==> src/rtl/cpu_pkg.sv <==
// Shared CPU definitions: RV32I load/store width codes and the LSU state encoding.
package cpu_pkg;

  localparam logic [2:0] F3_B  = 3'b000;
  localparam logic [2:0] F3_H  = 3'b001;
  localparam logic [2:0] F3_W  = 3'b010;
  localparam logic [2:0] F3_BU = 3'b100;
  localparam logic [2:0] F3_HU = 3'b101;

  typedef enum logic [2:0] {
    ST_IDLE = 3'd0,
    ST_RD   = 3'd1,
    ST_RDW  = 3'd2,
    ST_WR   = 3'd3,
    ST_RESP = 3'd4
  } lsu_state_e;

  // Unsigned widths only exist for loads; 011/110/111 are never legal.
  function automatic logic f3_legal(input logic [2:0] f3, input logic wr);
    logic ok;
    case (f3)
      F3_B, F3_H, F3_W: ok = 1'b1;
      F3_BU, F3_HU:     ok = ~wr;
      default:          ok = 1'b0;
    endcase
    return ok;
  endfunction

endpackage

==> src/rtl/lsu_mem_port_if.sv <==
// Request/response and RAM-side signal bundle of the load/store unit.
interface lsu_mem_port_if #(
  parameter int AW = 15
) ();
  logic          req_valid;
  logic          req_ready;
  logic          req_write;
  logic [2:0]    req_funct3;
  logic [31:0]   req_addr;
  logic [31:0]   req_wdata;
  logic          rsp_valid;
  logic [31:0]   rsp_rdata;
  logic          rsp_err;
  logic          mem_write_en;
  logic          mem_read_en;
  logic [AW-1:0] mem_address;
  logic [31:0]   mem_wdata;
  logic [31:0]   mem_rdata;

  modport slave (
    input  req_valid, req_write, req_funct3, req_addr, req_wdata, mem_rdata,
    output req_ready, rsp_valid, rsp_rdata, rsp_err,
           mem_write_en, mem_read_en, mem_address, mem_wdata
  );

  modport master (
    output req_valid, req_write, req_funct3, req_addr, req_wdata, mem_rdata,
    input  req_ready, rsp_valid, rsp_rdata, rsp_err,
           mem_write_en, mem_read_en, mem_address, mem_wdata
  );
endinterface

==> src/rtl/lsu_lane.sv <==
// Combinational lane logic: load extract/extend and store byte-merge into a read word.
module lsu_lane
  import cpu_pkg::*;
(
  input  logic [2:0]  funct3,
  input  logic [1:0]  offset,
  input  logic [31:0] rdata,
  input  logic [31:0] wdata,
  output logic [31:0] load_data,
  output logic [31:0] merge_data
);

  logic [7:0]  byte_s;
  logic [15:0] half_s;

  // Select the addressed lane and extend it to 32 bits.
  always_comb begin
    byte_s    = 8'd0;
    half_s    = offset[1] ? rdata[31:16] : rdata[15:0];
    load_data = 32'd0;
    case (offset)
      2'd0:    byte_s = rdata[7:0];
      2'd1:    byte_s = rdata[15:8];
      2'd2:    byte_s = rdata[23:16];
      2'd3:    byte_s = rdata[31:24];
      default: byte_s = 8'd0;
    endcase
    case (funct3)
      F3_B:    load_data = {{24{byte_s[7]}}, byte_s};
      F3_BU:   load_data = {24'd0, byte_s};
      F3_H:    load_data = {{16{half_s[15]}}, half_s};
      F3_HU:   load_data = {16'd0, half_s};
      F3_W:    load_data = rdata;
      default: load_data = 32'd0;
    endcase
  end

  // Replace only the addressed byte/halfword of the old word.
  always_comb begin
    merge_data = rdata;
    case (funct3)
      F3_B: begin
        case (offset)
          2'd0:    merge_data[7:0]   = wdata[7:0];
          2'd1:    merge_data[15:8]  = wdata[7:0];
          2'd2:    merge_data[23:16] = wdata[7:0];
          2'd3:    merge_data[31:24] = wdata[7:0];
          default: merge_data = rdata;
        endcase
      end
      F3_H: begin
        if (offset[1]) begin
          merge_data[31:16] = wdata[15:0];
        end else begin
          merge_data[15:0] = wdata[15:0];
        end
      end
      default: merge_data = wdata;
    endcase
  end

endmodule

==> src/rtl/lsu_mem_port.sv <==
// Load/store unit front end to a single-port word RAM with read-modify-write for SB/SH.
// Define LSU_MISALIGN_TRAP_EN to trap misaligned H/HU/W instead of masking the low address bits.
module lsu_mem_port
  import cpu_pkg::*;
#(
  parameter int MEMSIZE = 32768
) (
  input logic           clock,
  input logic           reset_n,
  lsu_mem_port_if.slave bus
);

  localparam int AW = $clog2(MEMSIZE);

  lsu_state_e    state_r, next_s;
  logic [2:0]    funct3_r;
  logic          write_r;
  logic [31:0]   wdata_r;
  logic [1:0]    offset_r;
  logic [1:0]    offset_s;
  logic          legal_s;
  logic          misalign_s;
  logic          trap_en_s;
  logic [31:0]   load_s;
  logic [31:0]   merge_s;
  logic          req_ready_r;
  logic          rsp_valid_r;
  logic          rsp_err_r;
  logic [31:0]   rsp_rdata_r;
  logic          mem_read_en_r;
  logic          mem_write_en_r;
  logic [AW-1:0] mem_address_r;
  logic [31:0]   mem_wdata_r;

`ifdef LSU_MISALIGN_TRAP_EN
  assign trap_en_s = 1'b1;
`else
  assign trap_en_s = 1'b0;
`endif

  // Aligned lane offset of the incoming request and its legality.
  always_comb begin
    offset_s   = bus.req_addr[1:0];
    misalign_s = 1'b0;
    case (bus.req_funct3)
      F3_H, F3_HU: begin
        offset_s[0] = 1'b0;
        misalign_s  = bus.req_addr[0];
      end
      F3_W: begin
        offset_s   = 2'b00;
        misalign_s = (bus.req_addr[1:0] != 2'b00);
      end
      default: begin
        offset_s   = bus.req_addr[1:0];
        misalign_s = 1'b0;
      end
    endcase
    legal_s = f3_legal(bus.req_funct3, bus.req_write) && !(trap_en_s && misalign_s);
  end

  // Next-state decode.
  always_comb begin
    next_s = state_r;
    case (state_r)
      ST_IDLE: begin
        if (bus.req_valid) begin
          if (!legal_s) begin
            next_s = ST_RESP;
          end else if (bus.req_write && (bus.req_funct3 == F3_W)) begin
            next_s = ST_WR;
          end else begin
            next_s = ST_RD;
          end
        end else begin
          next_s = ST_IDLE;
        end
      end
      ST_RD:   next_s = ST_RDW;
      ST_RDW:  next_s = write_r ? ST_WR : ST_RESP;
      ST_WR:   next_s = ST_RESP;
      ST_RESP: next_s = ST_IDLE;
      default: next_s = ST_IDLE;
    endcase
  end

  lsu_lane u_lane (
    .funct3     (funct3_r),
    .offset     (offset_r),
    .rdata      (bus.mem_rdata),
    .wdata      (wdata_r),
    .load_data  (load_s),
    .merge_data (merge_s)
  );

  // State register, request latch and registered outputs decoded from the next state.
  always_ff @(posedge clock or negedge reset_n) begin
    if (!reset_n) begin
      state_r        <= ST_IDLE;
      funct3_r       <= 3'd0;
      write_r        <= 1'b0;
      wdata_r        <= 32'd0;
      offset_r       <= 2'd0;
      req_ready_r    <= 1'b1;
      rsp_valid_r    <= 1'b0;
      rsp_err_r      <= 1'b0;
      rsp_rdata_r    <= 32'd0;
      mem_read_en_r  <= 1'b0;
      mem_write_en_r <= 1'b0;
      mem_address_r  <= '0;
      mem_wdata_r    <= 32'd0;
    end else begin
      state_r <= next_s;
      if ((state_r == ST_IDLE) && bus.req_valid) begin
        funct3_r      <= bus.req_funct3;
        write_r       <= bus.req_write;
        wdata_r       <= bus.req_wdata;
        offset_r      <= offset_s;
        mem_address_r <= bus.req_addr[AW+1:2];
      end
      // SW takes store data straight from the request; SB/SH write the merged word.
      if (next_s == ST_WR) begin
        mem_wdata_r <= (state_r == ST_RDW) ? merge_s : bus.req_wdata;
      end
      req_ready_r    <= (next_s == ST_IDLE);
      mem_read_en_r  <= (next_s == ST_RD);
      mem_write_en_r <= (next_s == ST_WR);
      rsp_valid_r    <= (next_s == ST_RESP);
      rsp_err_r      <= (next_s == ST_RESP) && (state_r == ST_IDLE);
      rsp_rdata_r    <= ((state_r == ST_RDW) && (next_s == ST_RESP)) ? load_s : 32'd0;
    end
  end

  assign bus.req_ready    = req_ready_r;
  assign bus.rsp_valid    = rsp_valid_r;
  assign bus.rsp_err      = rsp_err_r;
  assign bus.rsp_rdata    = rsp_rdata_r;
  assign bus.mem_read_en  = mem_read_en_r;
  assign bus.mem_write_en = mem_write_en_r;
  assign bus.mem_address  = mem_address_r;
  assign bus.mem_wdata    = mem_wdata_r;

endmodule
==> src/flat_wrapper.sv <==
// flat-port wrapper written by rule: the top's interface ports become plain ports
module lsu_mem_port_flat import cpu_pkg::*;
#(
  parameter int MEMSIZE = 32768
)
  (clock, reset_n, bus_req_valid, bus_req_write, bus_req_funct3, bus_req_addr, bus_req_wdata, bus_mem_rdata, bus_req_ready, bus_rsp_valid, bus_rsp_rdata, bus_rsp_err, bus_mem_write_en, bus_mem_read_en, bus_mem_address, bus_mem_wdata);
  lsu_mem_port_if bus_i ();
  input logic clock;
  input logic reset_n;
  input wire logic [$bits(bus_i.req_valid)-1:0] bus_req_valid;
  input wire logic [$bits(bus_i.req_write)-1:0] bus_req_write;
  input wire logic [$bits(bus_i.req_funct3)-1:0] bus_req_funct3;
  input wire logic [$bits(bus_i.req_addr)-1:0] bus_req_addr;
  input wire logic [$bits(bus_i.req_wdata)-1:0] bus_req_wdata;
  input wire logic [$bits(bus_i.mem_rdata)-1:0] bus_mem_rdata;
  output wire logic [$bits(bus_i.req_ready)-1:0] bus_req_ready;
  output wire logic [$bits(bus_i.rsp_valid)-1:0] bus_rsp_valid;
  output wire logic [$bits(bus_i.rsp_rdata)-1:0] bus_rsp_rdata;
  output wire logic [$bits(bus_i.rsp_err)-1:0] bus_rsp_err;
  output wire logic [$bits(bus_i.mem_write_en)-1:0] bus_mem_write_en;
  output wire logic [$bits(bus_i.mem_read_en)-1:0] bus_mem_read_en;
  output wire logic [$bits(bus_i.mem_address)-1:0] bus_mem_address;
  output wire logic [$bits(bus_i.mem_wdata)-1:0] bus_mem_wdata;
  assign bus_i.req_valid = bus_req_valid;
  assign bus_i.req_write = bus_req_write;
  assign bus_i.req_funct3 = bus_req_funct3;
  assign bus_i.req_addr = bus_req_addr;
  assign bus_i.req_wdata = bus_req_wdata;
  assign bus_i.mem_rdata = bus_mem_rdata;
  assign bus_req_ready = bus_i.req_ready;
  assign bus_rsp_valid = bus_i.rsp_valid;
  assign bus_rsp_rdata = bus_i.rsp_rdata;
  assign bus_rsp_err = bus_i.rsp_err;
  assign bus_mem_write_en = bus_i.mem_write_en;
  assign bus_mem_read_en = bus_i.mem_read_en;
  assign bus_mem_address = bus_i.mem_address;
  assign bus_mem_wdata = bus_i.mem_wdata;
  lsu_mem_port #(.MEMSIZE(MEMSIZE)) u_core (.clock(clock), .reset_n(reset_n), .bus(bus_i));
endmodule
==> config.mk <==
export PLATFORM = sky130hd
export DESIGN_NAME = lsu_mem_port_flat
export DESIGN_NICKNAME = d
export VERILOG_FILES = /design/src/rtl/cpu_pkg.sv /design/src/rtl/lsu_mem_port_if.sv /design/src/rtl/lsu_lane.sv /design/src/rtl/lsu_mem_port.sv /design/src/flat_wrapper.sv
export SDC_FILE = /design/constraint.sdc
export NUM_CORES = 1
export LEC_CHECK = 0
export ABC_AREA = 1
export ABC_CLOCK_PERIOD_IN_PS = 1700
export CAP_MARGIN = 20
export CORE_MARGIN = 1
export CORE_UTILIZATION = 50
export DETAILED_ROUTE_END_ITERATION = 8
export GPL_ROUTABILITY_DRIVEN = 0
export PLACE_DENSITY = 0.86
export SYNTH_ARGS = -nofsm -noshare
export SYNTH_HDL_FRONTEND = slang
export SYNTH_HIERARCHICAL = 1
export SYNTH_SLANG_ARGS = --single-unit
==> constraint.sdc <==
create_clock -name clock -period 1.7 [get_ports clock]
set_input_delay 0.17 -clock clock [delete_from_list [all_inputs] [get_ports clock]]
set_output_delay 0.17 -clock clock [all_outputs]
set_load 0.05 [all_outputs]
==> impl_results.md <==
* FF+latch area at 0.003132 mm²
* TritonCTS clock tree: yes
* P per Cell Area at 2029 mW/mm²
* Chip height at 123.8 µm
* Layout cells sized above 1 at 0.1106
* DRT iter0 DRCs at 788
* Final Hold Viols at 0
* Clock sinks at 125
* Power, Total at 20210 µW
* Placement Rows at 44
* Peak VDD IR at 1.390 mV
* Final #Nets at 1374
* Vias in the first global route at 6987
* Port buffer count at 171
* R2r startpoint: u_core/funct3_r[1]$_DFFE_PN0P_
* Post-Syn Nets at 1206
* Sequential fraction of the synthesis area at 0.4216
* Synth Instances at 1103
* Clk root buf: clkbuf_16
* Vias at 7747
* Top_reg_cell synth: dfrtp_1
* Area after DPL at 0.009361 mm²
* Yosys top cell by area: dfrtp_1
* Clk_lat worst skew at 0.42 ns
* DR DRC count at 0
* DPL Wire Length at 15.29 mm
* DR vias/cell at 5.277
* Max Slew Vio Count at 0
* Area share of the leading cell type in the synthesized netlist at 0.4181
* Area growth syn-to-layout at 34.19%
* Final setup viols at 0
* Hold Path Class: in -> async
* Ranking of synthesized cells by area: dfrtp_1, nand2_1, nand3_1
* Outcome: complete, no violations
* Core box area at 0.01453 mm²
* Post-synth top cells: nand2_1, inv_1, dfrtp_1, nand3_1, o21ai_0
* FFs w/ async S/R, synth at 1.000
* Tightest Pin Transition at 0.5117 ns
* Worst-path fanout max at 32
* Leakage at 0.005415 µW
* Final min period at 1.626 ns
* First-pass GRT wire length at 34.11 mm
* Register-to-Register Path Depth at 8
* Final ANT Viol Nets at 0
* Number of flops mapped to enable cells by yosys at 0
* Post-Route WL at 21.37 mm
* Relative slew slack at 0.6602
* WS Path Type: reg -> reg
* Largest net degree at the start of global routing at 73
* R2R Path End: u_core/bus.mem_wdata[19]$_DFFE_PN0P_
* Post-layout util at 0.6853
* I/O pins at 187
* MaxCap Viol Count at 0
* Drt first pass iters at 6
* Grt total ovfl at 0
* Initial Utilization at 0.5107
* Reg clk slew, reported paths at 0.05 ns
* Number of antenna violations at the first check in global routing at 0
* Tot GR Track Use at 0.2919
* Footprint of the multi-input gates at 0.003396 mm²
* Nature of the critical path startpoint: register
* RSZ-0062 raised after global routing: yes
* Netlist cell types at 28
* Design area at 0.009960 mm²
* CP Launch Point: u_core/funct3_r[1]$_DFFE_PN0P_
* DR WL/cell at 14.56 µm
* Peak Freq at 614.9 MHz
* Die Span X at 123.8 µm
* Critical Path AT at 1.98 ns
* Antenna cells at 0
* Reg-to-reg slack, setup at 0.07 ns
* Synthesis-stage register bit count at 125
* Die area at 0.01534 mm²
* Yosys warnings at 6
* Top-count cell post-synth: nand2_1
* Fin Clk Skew at 0.009021 ns
* Num CTS Buffers at 17
* Number of fill cells in the layout at 1233
* Syn Area/Cell at 6.729 µm²
* Htree depth at 4
* Crit path required time at 2.05 ns
* CP Capture Type: register
* Final period utilization at 0.9566
* Max clock buf depth at 2
* Syn Std Cell Area at 0.007422 mm²
## per-stage QoR
stage          cells  hold slack (ns)  TNS (ns)  setup WS (ns)
6_report        1468           0.2121         0        0.07384
5_1_grt         1468           0.2396   -0.1472       -0.02557
4_1_cts         1466           0.1972         0        0.01770
3_5_place_dp    1433           0.1056   -0.1117       -0.01831
3_3_place_gp    1433           0.1049         0        0.06753
2_1_floorplan   1103          -0.1256         0         0.1360
## layer usage
layer,track usage,up-vias,share of wire,routed length (µm)
met3,0.06227,65,0.093,1988
met1,0.3923,3489,0.41,8768
met4,0.1378,0,0.038,817
met2,0.4486,445,0.46,9794
li1,-,3748,-,-
met5,0,-,0,0
## critical path, stage by stage, from the launching register on
cell	delay, ns
dfrtp_1	0.47
nor3_4	0.29
buf_12	0.23
nand3_1	0.14
nand3_1	0.12
nand2_1	0.06
o21ai_0	0.08
nand3_1	0.10
nand2_1	0.07
## worst max-delay path by stage
stage                                           endpoint  slack, ns  cells past startpoint
floorplan           u_core/bus.mem_wdata[29]$_DFFE_PN0P_       0.14                     11
global placement      u_core/bus.rsp_rdata[19]$_DFF_PN0_       0.07                      9
detailed placement  u_core/bus.mem_wdata[18]$_DFFE_PN0P_      -0.02                     10
CTS                   u_core/bus.rsp_rdata[27]$_DFF_PN0_       0.02                      9
global route          u_core/bus.rsp_rdata[21]$_DFF_PN0_      -0.03                      8
finish              u_core/bus.mem_wdata[19]$_DFFE_PN0P_       0.07                      8
## what timing repair did
action,in CTS,in global routing
setup endpoints to repair,42,46
gates cloned,0,1
setup buffers,0,1
resized for setup,42,5
endpoints found under the hold margin,24,0
pin swaps,0,2
hold buffers,1,0
## state kept, by name, indices dropped and copies added, names as in the netlist
| signal | count |
|---|---|
| u_core/funct3_r | 3 |
| u_core/bus.mem_write_en | 1 |
| u_core/bus.req_ready | 1 |
| u_core/bus.rsp_valid | 1 |
| u_core/state_r | 3 |
| u_core/bus.mem_address | 15 |
| u_core/bus.mem_read_en | 1 |
| u_core/bus.rsp_err | 1 |
| u_core/wdata_r | 32 |
| u_core/write_r | 1 |
| u_core/offset_r | 2 |
| u_core/bus.rsp_rdata | 32 |
| u_core/bus.mem_wdata | 32 |
## final cells by class
| class | count | share of cell area |
|---|---|---|
| multi-input combinational | 765 | 0.3410 |
| sequential | 125 | 0.3144 |
| tap | 184 | 0.02312 |
| clock buffer | 21 | 0.04824 |
| clock inverter | 11 | 0.01394 |
| timing repair buffer | 209 | 0.2010 |
| inverter | 153 | 0.05829 |
## cells in the final DEF (no fill, tap or decap), drive strengths merged
cell type,netlist,layout
clkinvlp,0,3
nand2,454,455
o211ai,33,33
clkbuf,16,21
inv,152,152
a21oi,8,8
dlygate4sd2,0,42
buf,45,80
dfstp,1,1
o21bai,1,1
o21ai,82,82
bufinv,0,3
nor3,2,2
nand3,128,128
dfrtp,124,124
clkinv,1,6
nand4,1,1
nor2,55,55
dlygate4sd3,0,1
clkdlybuf4s50,0,86
## logic make-up after synthesis
group                  synth area share
DFF                              0.4216
AOI/OAI and AO/OA               0.09508
buffers and inverters            0.1229
and+or+nand+nor                  0.3604
## where the power goes
part	switching, µW	leakage [µW]	internal [µW]
Clock	1320	0.000305	2450
Sequential	908	0.00158	4160
Combinational	7740	0.00353	3640
No activity file was read; power rests on OpenSTA's default activity.
